==> config.mk <==
export PLATFORM = sky130hd
export DESIGN_NAME = layer_compositor
export DESIGN_NICKNAME = d
export VERILOG_FILES = /design/src/rtl/render_pkg.sv /design/src/rtl/layer_compositor_fade_ctrl.sv /design/src/rtl/layer_compositor.sv
export SDC_FILE = /design/constraint.sdc
export NUM_CORES = 1
export LEC_CHECK = 0
export ABC_AREA = 1
export ABC_CLOCK_PERIOD_IN_PS = 6920
export BUFFER_PORTS_ARGS = -buffer_cell sky130_fd_sc_hd__buf_2
export CAP_MARGIN = 25
export CORE_MARGIN = 8
export CORE_UTILIZATION = 49
export DETAILED_ROUTE_END_ITERATION = 16
export PLACE_DENSITY = 0.72
export SLEW_MARGIN = 0
export SYNTH_ARGS = -nofsm -noshare
export SYNTH_HDL_FRONTEND = slang
export SYNTH_HIERARCHICAL = 1
export SYNTH_SLANG_ARGS = --single-unit
==> constraint.sdc <==
create_clock -name clk -period 6.92 [get_ports clk]
set_clock_uncertainty 0.1 [all_clocks]
set_input_delay 1.384 -clock clk [delete_from_list [all_inputs] [get_ports clk]]
set_output_delay 1.384 -clock clk [all_outputs]
set_load 0.02 [all_outputs]
==> src/rtl/render_pkg.sv <==
// Shared types and helpers for the VGA render pipeline.
package render_pkg;

  localparam int unsigned RGB_W   = 12;
  localparam int unsigned LVL_MAX = 16;

  typedef enum logic [1:0] {IDLE, FADE_OUT, BLACK, FADE_IN} fade_state_e;

  // Scale each 4-bit channel by level/16; level 16 is identity, level 0 is black.
  function automatic logic [RGB_W-1:0] rgb_scale(input logic [RGB_W-1:0] rgb,
                                                 input logic [4:0]       level);
    logic [8:0]       prod;
    logic [RGB_W-1:0] res;
    res = '0;
    for (int ch = 0; ch < 3; ch++) begin
      prod = {5'd0, rgb[ch*4 +: 4]} * {4'd0, level};
      res[ch*4 +: 4] = 4'(prod >> 4);
    end
    return res;
  endfunction

endpackage

==> src/rtl/layer_compositor_fade_ctrl.sv <==
// Frame-synchronous fade-out / hold-black / fade-in sequencer.
module fade_ctrl
  import render_pkg::*;
#(
  parameter int unsigned FADE_FRAMES = 2,
  parameter int unsigned HOLD_FRAMES = 30
) (
  input  logic       clk,
  input  logic       rst,
  input  logic       frame_start,
  input  logic       fade_req,
  output logic [4:0] fade_level,
  output logic       fade_busy,
  output logic       black_pulse
);

  localparam int unsigned CNT_MAX = (FADE_FRAMES > HOLD_FRAMES) ? FADE_FRAMES : HOLD_FRAMES;
  localparam int unsigned CNT_W   = $clog2(CNT_MAX + 1);
  localparam logic [CNT_W-1:0] FADE_LAST = CNT_W'(FADE_FRAMES - 1);
  localparam logic [CNT_W-1:0] HOLD_LAST = CNT_W'(HOLD_FRAMES - 1);
  localparam logic [CNT_W-1:0] CNT_ONE   = CNT_W'(1);
  localparam logic [4:0]       LVL_FULL  = 5'(LVL_MAX);

  fade_state_e      state_q;
  logic [CNT_W-1:0] frame_cnt_q;

  always_ff @(posedge clk or posedge rst) begin
    if (rst) begin
      state_q     <= IDLE;
      frame_cnt_q <= '0;
      fade_level  <= LVL_FULL;
      fade_busy   <= 1'b0;
      black_pulse <= 1'b0;
    end else begin
      black_pulse <= 1'b0;
      case (state_q)
        IDLE: begin
          // A frame_start in the same cycle is deliberately not counted.
          if (fade_req) begin
            state_q     <= FADE_OUT;
            frame_cnt_q <= '0;
            fade_busy   <= 1'b1;
          end
        end
        FADE_OUT: begin
          if (frame_start) begin
            if (frame_cnt_q == FADE_LAST) begin
              frame_cnt_q <= '0;
              fade_level  <= fade_level - 5'd1;
              if (fade_level == 5'd1) begin
                state_q     <= BLACK;
                black_pulse <= 1'b1;
              end
            end else begin
              frame_cnt_q <= frame_cnt_q + CNT_ONE;
            end
          end
        end
        BLACK: begin
          if (frame_start) begin
            if (frame_cnt_q == HOLD_LAST) begin
              frame_cnt_q <= '0;
              state_q     <= FADE_IN;
            end else begin
              frame_cnt_q <= frame_cnt_q + CNT_ONE;
            end
          end
        end
        FADE_IN: begin
          if (frame_start) begin
            if (frame_cnt_q == FADE_LAST) begin
              frame_cnt_q <= '0;
              fade_level  <= fade_level + 5'd1;
              if (fade_level == LVL_FULL - 5'd1) begin
                state_q   <= IDLE;
                fade_busy <= 1'b0;
              end
            end else begin
              frame_cnt_q <= frame_cnt_q + CNT_ONE;
            end
          end
        end
        default: state_q <= IDLE;
      endcase
    end
  end

endmodule

==> src/rtl/layer_compositor.sv <==
// N-layer priority compositor with frame-synchronous fade and probe-layer overlap tracking.
module layer_compositor
  import render_pkg::*;
#(
  parameter int unsigned       NUM_LAYERS  = 8,
  parameter int unsigned       PROBE_LAYER = 0,
  parameter int unsigned       FADE_FRAMES = 2,
  parameter int unsigned       HOLD_FRAMES = 30,
  parameter logic [RGB_W-1:0]  KEY_RGB     = 12'h0F0,
  localparam int unsigned      TOP_W       = $clog2(NUM_LAYERS) + 1
) (
  input  logic                        clk,
  input  logic                        rst,
  input  logic                        frame_start,
  input  logic                        pix_valid,
  input  logic [RGB_W-1:0]            bg_rgb,
  input  logic [NUM_LAYERS-1:0]       layer_hit,
  input  logic [NUM_LAYERS*RGB_W-1:0] layer_rgb,
  input  logic [NUM_LAYERS-1:0]       layer_en,
  input  logic                        fade_req,
  output logic [RGB_W-1:0]            rgb_out,
  output logic                        rgb_valid,
  output logic [TOP_W-1:0]            top_layer,
  output logic [4:0]                  fade_level,
  output logic                        fade_busy,
  output logic                        black_pulse,
  output logic [NUM_LAYERS-1:0]       overlap_flags
);

  logic [NUM_LAYERS-1:0]       opaque;
  logic [NUM_LAYERS-1:0]       s1_opaque_q;
  logic [NUM_LAYERS*RGB_W-1:0] s1_rgb_q;
  logic [RGB_W-1:0]            s1_bg_q;
  logic                        s1_valid_q;
  logic [RGB_W-1:0]            sel_rgb;
  logic [TOP_W-1:0]            sel_top;
  logic [RGB_W-1:0]            s2_rgb_q;
  logic [TOP_W-1:0]            s2_top_q;
  logic                        s2_valid_q;
  logic [4:0]                  lvl_q;
  logic [NUM_LAYERS-1:0]       hit_vec;
  logic [NUM_LAYERS-1:0]       acc_q;

  always_comb begin
    opaque = '0;
    for (int i = 0; i < NUM_LAYERS; i++) begin
      opaque[i] = layer_hit[i] & layer_en[i] & (layer_rgb[i*RGB_W +: RGB_W] != KEY_RGB);
    end
  end

  // Later (higher-index) opaque layers overwrite earlier ones.
  always_comb begin
    sel_rgb = s1_bg_q;
    sel_top = TOP_W'(NUM_LAYERS);
    for (int i = 0; i < NUM_LAYERS; i++) begin
      if (s1_opaque_q[i]) begin
        sel_rgb = s1_rgb_q[i*RGB_W +: RGB_W];
        sel_top = TOP_W'(i);
      end
    end
  end

  always_comb begin
    hit_vec = '0;
    if (s1_valid_q && s1_opaque_q[PROBE_LAYER]) begin
      hit_vec              = s1_opaque_q;
      hit_vec[PROBE_LAYER] = 1'b0;
    end
  end

  always_ff @(posedge clk or posedge rst) begin
    if (rst) begin
      s1_opaque_q   <= '0;
      s1_rgb_q      <= '0;
      s1_bg_q       <= '0;
      s1_valid_q    <= 1'b0;
      s2_rgb_q      <= '0;
      s2_top_q      <= '0;
      s2_valid_q    <= 1'b0;
      lvl_q         <= 5'(LVL_MAX);
      rgb_out       <= '0;
      rgb_valid     <= 1'b0;
      top_layer     <= TOP_W'(NUM_LAYERS);
      acc_q         <= '0;
      overlap_flags <= '0;
    end else begin
      s1_opaque_q <= opaque;
      s1_rgb_q    <= layer_rgb;
      s1_bg_q     <= bg_rgb;
      s1_valid_q  <= pix_valid;
      s2_rgb_q    <= sel_rgb;
      s2_top_q    <= sel_top;
      s2_valid_q  <= pix_valid ? s1_valid_q : s1_valid_q;
      // Level only changes at frame boundaries so no frame mixes two brightnesses.
      if (frame_start) lvl_q <= fade_level;
      rgb_out   <= s2_valid_q ? rgb_scale(s2_rgb_q, lvl_q) : '0;
      rgb_valid <= s2_valid_q;
      top_layer <= s2_top_q;
      if (frame_start) begin
        overlap_flags <= acc_q;
        acc_q         <= hit_vec;
      end else begin
        acc_q <= acc_q | hit_vec;
      end
    end
  end

  fade_ctrl #(
    .FADE_FRAMES (FADE_FRAMES),
    .HOLD_FRAMES (HOLD_FRAMES)
  ) u_fade_ctrl (
    .clk         (clk),
    .rst         (rst),
    .frame_start (frame_start),
    .fade_req    (fade_req),
    .fade_level  (fade_level),
    .fade_busy   (fade_busy),
    .black_pulse (black_pulse)
  );

endmodule

Word-level counts from Yosys, hierarchy flattened
Index checks and enable logic that the tools add are counted.
- word-level logic and storage cells: 124
- output and inout port bits: 32
- input bits: 129
- register bits after elaboration: 186
- multiplexer cells: 49
- reduce and logical (&&, ||, !) cells: 9
- $add $sub $neg: 3
- bitwise logic cells: 17
- eq/ne operators: 25
- multipliers: 3
- operator list (operator ; number):
    12-bit two-way mux ; 9
    12-bit by 8-bit inequality test with 1-bit output (second input constant) ; 8
    5-bit two-way mux ; 9
    4-bit two-way mux ; 8
    4-bit by 5-bit multiplier with 8-bit output ; 3
    2-bit two-way mux ; 9
    1-bit AND ; 16
    8-bit two-way mux ; 2
    5-bit case mux with 3 select lines ; 1
    2-bit by 1-bit inequality test with 1-bit output (second input constant) ; 6
    5-bit by 1-bit adder with 5-bit output (second input constant) ; 2
    5-bit by 1-bit equality test with 1-bit output (second input constant) ; 2
    5-bit case mux with 2 select lines ; 1
    5-bit AND reduction ; 2
    9-bit AND reduction ; 1
    1-bit two-way mux ; 8
    2-bit inequality test (second input constant) ; 4
    8-bit OR ; 1
    2-bit case mux with 4 select lines ; 1
    5-bit by 4-bit equality test with 1-bit output (second input constant) ; 1
    5-bit equality test (second input constant) ; 1
    5-bit by 1-bit subtractor with 5-bit output (second input constant) ; 1
    2-bit equality test (second input constant) ; 2
    2-bit nonzero test ; 2
    6 further kinds ; 6

Logic depth before layout (Yosys ltp)
Gate-level depths: netlist of run 1.
- word-level depth: 8
- mapped depth: 15
- mapped depth without buffers: 14

Cells and area by module
Netlist of run 1, hierarchy kept.
- by module, submodules not included (module ; sequential area each (um^2) ; cells an instance ; times used ; area each (um^2)):
    layer_compositor ; 4256.6 ; 741 ; 1 ; 7300.8
    fade_ctrl ; 351.6 ; 143 ; 1 ; 1108.6

Worst setup path before layout of run 1
OpenSTA, ideal clock, no wires.
- path type: reg2reg
- from: reg lvl_q[2]
- to: reg rgb_out[1]
- setup time: 0.119 ns
- buffers on the path: 1
- clock period less this slack: 2.753 ns
- data arrival time: 2.534 ns
- data required time: 6.701 ns
- path slack: 4.167 ns
- cell stages (with the launch flop): 14
- cell sequence: dfrtp_1 clkbuf_1 nand2_1 fa_1 inv_1 fa_1 ha_1 nand2_1 nor2_1 nand2_1 nand2_1 nand2_1 a21oi_1 nor2_1
- longest elaborated chain between the ends: 2
- ends and longest elaborated chain (what ; RTL line ; text):
    from (decl) ; layer_compositor.sv:40 ; logic [4:0] lvl_q;
    from (signal assigned) ; layer_compositor.sv:80 ; lvl_q <= 5'(LVL_MAX);
    from (signal assigned) ; layer_compositor.sv:95 ; if (frame_start) lvl_q <= fade_level;
    4-bit by 5-bit multiplier with 8-bit output ; render_pkg.sv:16 ; prod = {5'd0, rgb[ch*4 +: 4]} * {4'd0, level};
    12-bit two-way mux ; layer_compositor.sv:96 ; rgb_out <= s2_valid_q ? rgb_scale(s2_rgb_q, lvl_q) : '0;
    to (signal assigned) ; layer_compositor.sv:96 ;
    to (decl) ; layer_compositor.sv:21 ; output logic [RGB_W-1:0] rgb_out,
Every way passes these cells.
A chain may end at the register's enable or synchronous reset.

Worst setup path after layout of run 1
Same ends and word-level chain as after synthesis.

==> results of run 1 <==
-- final timing paths --
| check | from | endpoint | slack, ns | depth (start not counted) |
|---|---|---|---|---|
| min reg2reg | s2_top_q[2] | top_layer[2] | 0.25 | 0 |
| min in group asynchronous | rst | s1_bg_q[5] | 0.75 | 2 |
| max in group asynchronous | rst | s1_opaque_q[7] | 4.55 | 4 |
| max | lvl_q[2] | rgb_out[1] | 3.96 | 13 |
| max reg2reg | lvl_q[2] | rgb_out[1] | 3.96 | 13 |
| min | s2_top_q[2] | top_layer[2] | 0.25 | 0 |
-- worst reg2reg max path: cells and delay by family (launching register included) --
kind | cells | cell delay (ns)
fa+ha+maj | 3 | 1.31
flops | 1 | 0.63
simple gates | 9 | 0.80
buf+inv | 1 | 0.05
-- registers in the layout, indices dropped and copies added (netlist names), 2 cells and up --
| signal | flops |
|---|---|
| rgb_out | 12 |
| s2_rgb_q | 12 |
| s2_top_q | 4 |
| s1_opaque_q | 8 |
| acc_q | 7 |
| s1_bg_q | 12 |
| u_fade_ctrl/fade_level | 5 |
| s1_rgb_q | 96 |
| u_fade_ctrl/state_q | 2 |
| u_fade_ctrl/frame_cnt_q | 5 |
| overlap_flags | 7 |
| lvl_q | 5 |
| top_layer | 4 |
-- kinds of logic after synthesis --
logic type | count (synthesis) | share of synthesized area
XOR/XNOR | 13 | 0.0135
adder cells (fa/ha/maj) | 53 | 0.0922
AND/OR/NAND/NOR | 389 | 0.196
flip-flops | 184 | 0.548
buffers and inverters | 130 | 0.0652
AO/OA/AOI/OAI | 109 | 0.0784
other | 1 | 0.000446
multiplexers | 5 | 0.00669
-- through the flow --
step	hold WS (ns)	instance area [sq um]	setup WS, ns
global placement	0.235	9360	3.83
global route	0.257	9980	3.73
CTS	0.252	9950	3.96
finish	0.249	9980	3.96
detailed placement	0.236	9360	3.81
floorplan	0.231	8410	0.836
-- power groups by stage --
stage          clock [uW]  combinational [uW]  sequential [uW]
2_1_floorplan           0                 742             1330
3_3_place_gp            0                 966             1340
3_5_place_dp            0                 999             1350
4_1_cts               993                1010             1330
5_1_grt              1050                1160             1350
6_report              979                 996             1330
-- cell type report --
class                           count  area, sq um  share of cell area
Antenna cell                        2         5.00            0.000501
Clock buffer                       19          433              0.0434
Clock inverter                     13          160              0.0160
Inverter                          107          412              0.0412
Multi-Input combinational cell    570         3250               0.326
Sequential cell                   184         4610               0.462
Tap cell                          225          282              0.0282
Timing Repair Buffer              161          831              0.0832
-- layer usage --
layer	vias to the layer above	wire, microns	track usage
met2	175	9650	0.306
li1	3146	-	-
met1	3012	8970	0.249
met4	0	315	0.0734
met3	17	752	0.0375
met5	-	0	0
-- layout by cell type, fill, tap and decap left out, types with 6 or more instances in the layout --
master	netlist	final
sky130_fd_sc_hd__xor2_1	7	7
sky130_fd_sc_hd__o21ai_1	13	13
sky130_fd_sc_hd__o21ai_0	9	9
sky130_fd_sc_hd__fa_1	15	15
sky130_fd_sc_hd__nand2_1	249	249
sky130_fd_sc_hd__o22ai_1	7	7
sky130_fd_sc_hd__nand3_1	35	35
sky130_fd_sc_hd__o211ai_1	8	8
sky130_fd_sc_hd__ha_1	38	38
sky130_fd_sc_hd__a21oi_1	47	47
sky130_fd_sc_hd__xnor2_1	6	6
sky130_fd_sc_hd__buf_2	8	159
sky130_fd_sc_hd__o221ai_1	8	8
sky130_fd_sc_hd__dfrtp_1	181	181
sky130_fd_sc_hd__nor3_1	11	11
sky130_fd_sc_hd__inv_1	99	98
sky130_fd_sc_hd__clkbuf_16	0	17
sky130_fd_sc_hd__nor4_1	11	11
sky130_fd_sc_hd__nor2_1	63	63
sky130_fd_sc_hd__a22oi_1	8	8
sky130_fd_sc_hd__inv_2	7	7
==> impl_metrics.prom, run 1 <==
# TYPE chip_impl_metric gauge
chip_impl_metric{name="routed_wire_length_per_instance",unit="microns"} 15.4
chip_impl_metric{name="tns",unit="ns"} 0
chip_impl_metric{name="worst_slew_margin_rel",unit=""} 0.520
chip_impl_metric{name="static-leakage-power",unit="uW"} 0.00529
chip_impl_metric{name="synth_top_cell_area_share",unit=""} 0.539
chip_impl_metric{name="syn-num-nets",unit=""} 1066
chip_impl_info{name="critical-path-slowest-cell",value="sky130_fd_sc_hd__dfrtp_1"} 1
chip_impl_metric{name="cts-buffers-inserted",unit=""} 17
chip_impl_metric{name="cp_num_buf_inv",unit=""} 1
chip_impl_metric{name="final_layout_size_suffix_gt1_frac",unit=""} 0.214
chip_impl_metric{name="netSwitchingFraction",unit=""} 0.359
chip_impl_info{name="timing.critical_path.mode_cell",value="sky130_fd_sc_hd__nand2_1"} 1
chip_impl_metric{name="maximum_number_of_pins_on_one_net_before_global_route_repair",unit=""} 116
chip_impl_metric{name="cts_htree_levels",unit=""} 4
chip_impl_metric{name="area.growth.synth_to_final",unit="%"} 18.7
chip_impl_metric{name="postRouteAntennaNets",unit=""} 0
chip_impl_metric{name="internal_power",unit="uW"} 2120
chip_impl_metric{name="floorplan.initialDensity",unit=""} 0.493
chip_impl_metric{name="detailedRoute.firstIterationViolations",unit=""} 495
chip_impl_metric{name="synth.yosys.warnings",unit=""} 6
chip_impl_metric{name="final_cell_count_no_fill",unit=""} 1281
chip_impl_metric{name="vias_per_cell",unit=""} 4.96
chip_impl_metric{name="cts-resized-gates",unit=""} 0
chip_impl_metric{name="postCtsSetupRepairBufs",unit=""} 0
chip_impl_metric{name="power.clock.fraction",unit=""} 0.296
chip_impl_metric{name="cts.reportedPaths.clkPinSlew",unit="ns"} 0.07
chip_impl_metric{name="worst_slew_pin_slew",unit="ns"} 0.717
chip_impl_metric{name="detail_route.drc_violations",unit=""} 0
chip_impl_metric{name="finalHoldViolations",unit=""} 0
chip_impl_metric{name="ys_seq_area_frac",unit=""} 0.548
chip_impl_metric{name="syn-instance-count",unit=""} 884
chip_impl_metric{name="grt_overflow",unit=""} 0
chip_impl_metric{name="floorplan.die.height",unit="microns"} 147
chip_impl_metric{name="clock_latency_of_the_later_clocked_register_in_the_worst_skew_pair",unit="ns"} 0.43
chip_impl_metric{name="critical_path_required",unit="ns"} 7.17
chip_impl_metric{name="postSynthRegisterBits",unit=""} 184
chip_impl_metric{name="post_route_total_power",unit="uW"} 3300
chip_impl_metric{name="routabilityCongestion",unit=""} 0.841
chip_impl_info{name="ys_top_cells_by_count",value="sky130_fd_sc_hd__nand2_1 (249), sky130_fd_sc_hd__dfrtp_1 (181), sky130_fd_sc_hd__inv_1 (99), sky130_fd_sc_hd__nor2_1 (63), sky130_fd_sc_hd__a21oi_1 (47)"} 1
chip_impl_metric{name="power.ir.vdd_worst",unit="uV"} 206
chip_impl_metric{name="cts.path.max_buffers",unit=""} 2
chip_impl_metric{name="num-nets-final",unit=""} 1223
chip_impl_metric{name="maxClockFrequency",unit="MHz"} 337
chip_impl_metric{name="drv_slew",unit=""} 0
chip_impl_metric{name="floorplan.core_area",unit="sq um"} 17100
chip_impl_info{name="top_flip_flop_cell_by_instance_count_after_synthesis",value="sky130_fd_sc_hd__dfrtp_1"} 1
chip_impl_metric{name="layout.core_utilization",unit=""} 0.585
chip_impl_metric{name="quantity_of_hold_fixing_buffers_added_after_cts",unit=""} 0
chip_impl_metric{name="power.net_switching",unit="uW"} 1190
chip_impl_metric{name="critical_path_peak_fanout",unit=""} 13
chip_impl_info{name="timing.critical_path.from_type",value="flop"} 1
chip_impl_metric{name="die_w",unit="microns"} 147
chip_impl_info{name="grt_setup_unrepaired",value="false"} 1
chip_impl_metric{name="worst-endpoint-arrival",unit="ns"} 3.22
chip_impl_metric{name="syn_area",unit="sq um"} 8410
chip_impl_metric{name="routed_wl",unit="microns"} 19700
chip_impl_info{name="timing.setup.critical_path_class",value="flop to flop"} 1
chip_impl_metric{name="core.rowCount",unit=""} 48
chip_impl_info{name="outcome",value="completed"} 1
chip_impl_metric{name="cpPeakStageDelay",unit="ns"} 0.63
chip_impl_info{name="path_delay_family",value="adder cells"} 1
chip_impl_metric{name="clock_sinks",unit=""} 184
chip_impl_info{name="clockRootBuffer",value="sky130_fd_sc_hd__clkbuf_16"} 1
chip_impl_metric{name="first_global_vias",unit=""} 6627
chip_impl_metric{name="grt_pass1_wl",unit="microns"} 32800
chip_impl_metric{name="max_cap_violation_count",unit=""} 0
chip_impl_metric{name="fp.dieArea",unit="sq um"} 21600
chip_impl_metric{name="grt_antenna_before_repair",unit=""} 2
chip_impl_info{name="synth.largest_area_cell",value="sky130_fd_sc_hd__dfrtp_1"} 1
chip_impl_metric{name="timing.final.crit_period",unit="ns"} 2.96
chip_impl_metric{name="iteration_count_of_the_initial_detailed_routing_pass",unit=""} 4
chip_impl_metric{name="placed_cells_incl_taps",unit=""} 1246
chip_impl_metric{name="io_pins",unit=""} 161
chip_impl_metric{name="fillers",unit=""} 1540
chip_impl_metric{name="finalSetupViolations",unit=""} 0
chip_impl_metric{name="place.port_buffers",unit=""} 159
chip_impl_info{name="cts_tree",value="done"} 1
chip_impl_info{name="cp_cell_sequence",value="nand2_1 -> fa_1 -> inv_1 -> fa_1 -> ha_1 -> nand2_1 -> nor2_1 -> nand2_1 -> nand2_1 -> nand2_1 -> nand3_1 -> nand2_1 -> nor2_1"} 1
chip_impl_metric{name="grtUsageTotal",unit=""} 0.190
chip_impl_metric{name="detailed_place_hpwl",unit="microns"} 14700
chip_impl_metric{name="synth_enable_flop_cells",unit=""} 0
chip_impl_info{name="worst_hold_path_type",value="flop to flop"} 1
chip_impl_metric{name="synth-async-reset-ratio",unit=""} 1.00
chip_impl_info{name="yosysMostFrequentCell",value="sky130_fd_sc_hd__nand2_1"} 1
chip_impl_metric{name="power.share.combinational",unit=""} 0.302
chip_impl_metric{name="synth_area_per_cell",unit="sq um"} 9.51
chip_impl_info{name="yosys-top-cells-area",value="sky130_fd_sc_hd__dfrtp_1 (54%), sky130_fd_sc_hd__nand2_1 (11%), sky130_fd_sc_hd__ha_1 (5.7%)"} 1
chip_impl_metric{name="via_count",unit=""} 6350
chip_impl_metric{name="power_density",unit="nW/um^2"} 331
chip_impl_metric{name="ys_types",unit=""} 41
chip_impl_metric{name="timing.final.crit_share",unit=""} 0.428
chip_impl_info{name="crit_path_end_kind",value="flop"} 1
chip_impl_metric{name="seq_power_share",unit=""} 0.402
No activity file was read; power rests on OpenSTA's default activity.
==> run 2, diff against run 1 <==
--- a/config.mk
+++ b/config.mk
@@ -5,8 +5,8 @@
 export SDC_FILE = /design/constraint.sdc
 export NUM_CORES = 1
 export LEC_CHECK = 0
-export ABC_AREA = 1
-export ABC_CLOCK_PERIOD_IN_PS = 6920
+export ABC_AREA = 0
+export ABC_CLOCK_PERIOD_IN_PS = 3000
 export BUFFER_PORTS_ARGS = -buffer_cell sky130_fd_sc_hd__buf_2
 export CAP_MARGIN = 25
 export CORE_MARGIN = 8
==> constraint.sdc (replaced) <==
create_clock -name clk -period 3 [get_ports clk]
set_clock_uncertainty 0.1 [all_clocks]
set_input_delay 0.6 -clock clk [delete_from_list [all_inputs] [get_ports clk]]
set_output_delay 0.6 -clock clk [all_outputs]
set_load 0.02 [all_outputs]
==> impl_metrics.prom, run 2 <==
# TYPE chip_impl_metric gauge
chip_impl_info{name="outcome",value="completed"} 1
chip_impl_metric{name="placed_cell_area",unit="sq um"} 9430
chip_impl_metric{name="detail_route.drc_violations",unit=""} 0
chip_impl_metric{name="grt_antenna_before_repair",unit=""} 0
chip_impl_metric{name="detailedRoute.firstIterationViolations",unit=""} 302
chip_impl_metric{name="layout.core_utilization",unit=""} 0.614
chip_impl_metric{name="synth_top_cell_area_share",unit=""} 0.543
chip_impl_metric{name="ys_seq_area_frac",unit=""} 0.553
chip_impl_metric{name="vias_per_cell",unit=""} 5.15
chip_impl_metric{name="die_w",unit="microns"} 146
chip_impl_metric{name="power.net_switching",unit="uW"} 3080
chip_impl_metric{name="timing.final.crit_share",unit=""} 0.966
chip_impl_metric{name="floorplan.initialDensity",unit=""} 0.503
chip_impl_info{name="cp_cell_sequence",value="buf_4 -> nand2_1 -> fa_1 -> inv_1 -> fa_1 -> ha_4 -> nand4_4 -> o2111ai_4 -> a2111oi_4 -> o21bai_1"} 1
chip_impl_info{name="most_used_cells_in_the_layout_excluding_fill_and_tap_cells",value="sky130_fd_sc_hd__dfrtp_1 (178), sky130_fd_sc_hd__buf_2 (159), sky130_fd_sc_hd__nand2_1 (66), sky130_fd_sc_hd__inv_1 (51), sky130_fd_sc_hd__ha_1 (31)"} 1
chip_impl_metric{name="global_route.usage.met3",unit=""} 0.0414
chip_impl_metric{name="critical_path_peak_fanout",unit=""} 8
chip_impl_metric{name="worst_slew_margin_rel",unit=""} 0.472
chip_impl_metric{name="netSwitchingFraction",unit=""} 0.358
chip_impl_metric{name="worst_slack",unit="ns"} 0.102
chip_impl_metric{name="synth_area_per_cell",unit="sq um"} 11.7
chip_impl_metric{name="routed_wire_length_per_instance",unit="microns"} 17.2
chip_impl_metric{name="fp.dieArea",unit="sq um"} 21400
chip_impl_metric{name="power.ir.vdd_worst",unit="uV"} 512
chip_impl_metric{name="worst-endpoint-arrival",unit="ns"} 3.11
chip_impl_metric{name="max_cap_violation_count",unit=""} 0
chip_impl_metric{name="worst_slew_pin_slew",unit="ns"} 0.792
chip_impl_metric{name="largest_register_ff_count",unit=""} 96
chip_impl_metric{name="syn-num-nets",unit=""} 893
chip_impl_info{name="largest-register",value="s1_rgb_q"} 1
chip_impl_metric{name="postSynthRegisterBits",unit=""} 184
chip_impl_metric{name="synth_enable_flop_cells",unit=""} 0
chip_impl_info{name="critical-path-slowest-cell",value="sky130_fd_sc_hd__fa_1"} 1
chip_impl_metric{name="core.rowCount",unit=""} 47
chip_impl_metric{name="clock_latency_of_the_later_clocked_register_in_the_worst_skew_pair",unit="ns"} 0.43
chip_impl_info{name="worst_hold_path_type",value="input pin to async pin"} 1
chip_impl_metric{name="maximum_number_of_pins_on_one_net_before_global_route_repair",unit=""} 111
chip_impl_metric{name="final_layout_size_suffix_gt1_frac",unit=""} 0.303
chip_impl_metric{name="final_area",unit="sq um"} 10200
chip_impl_metric{name="critical_path_required",unit="ns"} 3.22
chip_impl_info{name="yosysMostFrequentCell",value="sky130_fd_sc_hd__dfrtp_1"} 1
chip_impl_metric{name="cts.path.max_buffers",unit=""} 2
chip_impl_info{name="layout.cells.most_common",value="sky130_fd_sc_hd__dfrtp_1"} 1
chip_impl_metric{name="power.clock.fraction",unit=""} 0.250
chip_impl_metric{name="via_count",unit=""} 5753
chip_impl_metric{name="power_density",unit="nW/um^2"} 847
chip_impl_metric{name="cts.reportedPaths.clkPinSlew",unit="ns"} 0.07
chip_impl_metric{name="static-leakage-power",unit="uW"} 0.00477
chip_impl_info{name="timing.setup.critical_path_class",value="flop to flop"} 1
chip_impl_metric{name="routed_wl",unit="microns"} 19300
chip_impl_metric{name="first_global_vias",unit=""} 6128
chip_impl_metric{name="post-place-ws",unit="ns"} -0.134
chip_impl_metric{name="maxClockFrequency",unit="MHz"} 345
chip_impl_metric{name="routabilityCongestion",unit=""} 0.828
chip_impl_info{name="grt_most_used_layer",value="met2"} 1
chip_impl_metric{name="postRouteAntennaNets",unit=""} 0
chip_impl_info{name="yosys-top-cells-area",value="sky130_fd_sc_hd__dfrtp_1 (54%), sky130_fd_sc_hd__ha_1 (5.7%), sky130_fd_sc_hd__fa_1 (3.6%)"} 1
chip_impl_metric{name="power.share.combinational",unit=""} 0.396
chip_impl_metric{name="grt_overflow",unit=""} 0
chip_impl_metric{name="clock_sinks",unit=""} 184
chip_impl_metric{name="internal_power",unit="uW"} 5540
chip_impl_metric{name="num-nets-final",unit=""} 1067
chip_impl_metric{name="cpPeakStageDelay",unit="ns"} 0.54
chip_impl_metric{name="iteration_count_of_the_initial_detailed_routing_pass",unit=""} 4
chip_impl_info{name="cts_tree",value="done"} 1
chip_impl_metric{name="fin_hold_ws",unit="ns"} 0.0649
chip_impl_metric{name="syn_area",unit="sq um"} 8330
chip_impl_metric{name="io_pins",unit=""} 161
chip_impl_metric{name="seq_power_share",unit=""} 0.354
chip_impl_metric{name="timing.final.crit_period",unit="ns"} 2.90
chip_impl_metric{name="synth.yosys.warnings",unit=""} 6
chip_impl_metric{name="finalSetupViolations",unit=""} 0
chip_impl_metric{name="cp_num_buf_inv",unit=""} 2
chip_impl_metric{name="ys_types",unit=""} 58
chip_impl_metric{name="number_of_inserted_diodes",unit=""} 0
chip_impl_info{name="clockRootBuffer",value="sky130_fd_sc_hd__clkbuf_16"} 1
chip_impl_metric{name="drv_slew",unit=""} 0
chip_impl_metric{name="detailed_place_hpwl",unit="microns"} 14700
chip_impl_metric{name="place.port_buffers",unit=""} 159
chip_impl_info{name="timing.critical_path.mode_cell",value="sky130_fd_sc_hd__fa_1"} 1
chip_impl_metric{name="syn-instance-count",unit=""} 711
chip_impl_metric{name="groute.layer.met1.usage",unit=""} 0.227
chip_impl_info{name="timing.critical_path.from_type",value="flop"} 1
chip_impl_info{name="top_flip_flop_cell_by_instance_count_after_synthesis",value="sky130_fd_sc_hd__dfrtp_1"} 1
chip_impl_info{name="path_delay_family",value="adder cells"} 1
chip_impl_metric{name="use_met2",unit=""} 0.305
chip_impl_metric{name="quantity_of_hold_fixing_buffers_added_after_cts",unit=""} 0
chip_impl_info{name="synth.largest_area_cell",value="sky130_fd_sc_hd__dfrtp_1"} 1
chip_impl_metric{name="finalHoldViolations",unit=""} 0
chip_impl_metric{name="placed_cells_incl_taps",unit=""} 1082
chip_impl_metric{name="cts-buffers-inserted",unit=""} 17
chip_impl_metric{name="synth-async-reset-ratio",unit=""} 1.00
chip_impl_metric{name="grt_pass1_wl",unit="microns"} 30900
chip_impl_info{name="ys_top_cells_by_count",value="sky130_fd_sc_hd__dfrtp_1 (181), sky130_fd_sc_hd__nand2_1 (67), sky130_fd_sc_hd__inv_1 (53), sky130_fd_sc_hd__ha_1 (38), sky130_fd_sc_hd__and2_1 (31)"} 1
chip_impl_metric{name="fillers",unit=""} 1360
chip_impl_metric{name="floorplan.core_area",unit="sq um"} 16600
chip_impl_info{name="grt_setup_unrepaired",value="true"} 1
chip_impl_metric{name="final_cell_count_no_fill",unit=""} 1118
chip_impl_info{name="crit_path_end_kind",value="flop"} 1
chip_impl_metric{name="cts_htree_levels",unit=""} 4
chip_impl_metric{name="grtUsageTotal",unit=""} 0.181
chip_impl_metric{name="area.growth.synth_to_final",unit="%"} 22.1
chip_impl_metric{name="floorplan.die.height",unit="microns"} 146
chip_impl_metric{name="multiInputGateArea",unit="sq um"} 3530
chip_impl_metric{name="area.sequential",unit="sq um"} 4610
run 2: changes by cell type after synthesis, sizes merged, moves of 17 or more:
cell   delta
nor4b    +17
nor2     -42
inv      -53
a21oi    -18
mux2i    +23
nand2   -187
nand3    -28
and2     +34
run 2: routing by layer:
layer | up-vias | part of all wire | routed length [microns]
li1 | 2797 | - | -
met2 | 150 | 0.51 | 9750
met5 | - | 0 | 0
met1 | 2790 | 0.44 | 8470
met4 | 0 | 0.011 | 215
met3 | 16 | 0.043 | 824
run 2: worst reg2reg max path: cells and delay by family, from the launching register on:
family          cells  cell delay, ns
fa+ha+maj           3            1.31
compound gates      3            0.56
flops               1            0.44
buf+inv             2            0.19
simple gates        2            0.19
run 2: power by group through the flow:
stage | clock [uW] | combinational (uW) | sequential (uW)
final | 2150 | 3410 | 3050
after global routing | 2300 | 3810 | 3100
after CTS | 2200 | 3010 | 3050
after detailed placement | 0 | 2910 | 3100
after global placement | 0 | 2850 | 3090
after floorplan | 0 | 2050 | 3110
run 2: timing repair:
action	CTS	global route
resized for setup	3	20
endpoints found under the setup margin	3	7
pin swaps	1	7
buffers inserted	3	1
run 2: path summary, 6_finish.rpt:
path,from,endpoint,slack (ns),cells after the start
setup / recovery,lvl_q[2],rgb_out[11],0.10,10
setup reg to reg,lvl_q[2],rgb_out[11],0.10,10
max in group asynchronous,rst,s1_rgb_q[15],1.86,3
hold reg to reg,s2_top_q[2],top_layer[2],0.25,0
min in group clk,bg_rgb[6],s1_bg_q[6],0.17,1
hold / removal,rst,overlap_flags[1],0.06,2
run 2: cells by family (layout without fill, tap and decap cells):
logic type      Yosys count  after routing  share of synthesized area
buf+inv                  82            269                     0.0432
simple gates            215            215                      0.147
flops                   184            184                      0.553
compound gates          124            124                      0.101
mux                      39             39                     0.0492
other cells               1              1                   0.000450
xor+xnor                 13             13                     0.0137
fa+ha+maj                53             53                     0.0931
run 2: layout make-up:
type | count | area share
Sequential cell | 184 | 0.453
Multi-Input combinational cell | 445 | 0.346
Timing Repair Buffer | 184 | 0.0978
Clock buffer | 18 | 0.0422
Tap cell | 220 | 0.0270
Inverter | 53 | 0.0199
Clock inverter | 14 | 0.0136
run 2: metrics by stage:
stage | TNS [ns] | power [uW]
finish | 0 | 8620
global route | -0.0698 | 9210
CTS | 0 | 8270
detailed placement | -0.236 | 6010
global placement | -0.0161 | 5940
floorplan | 0 | 5160
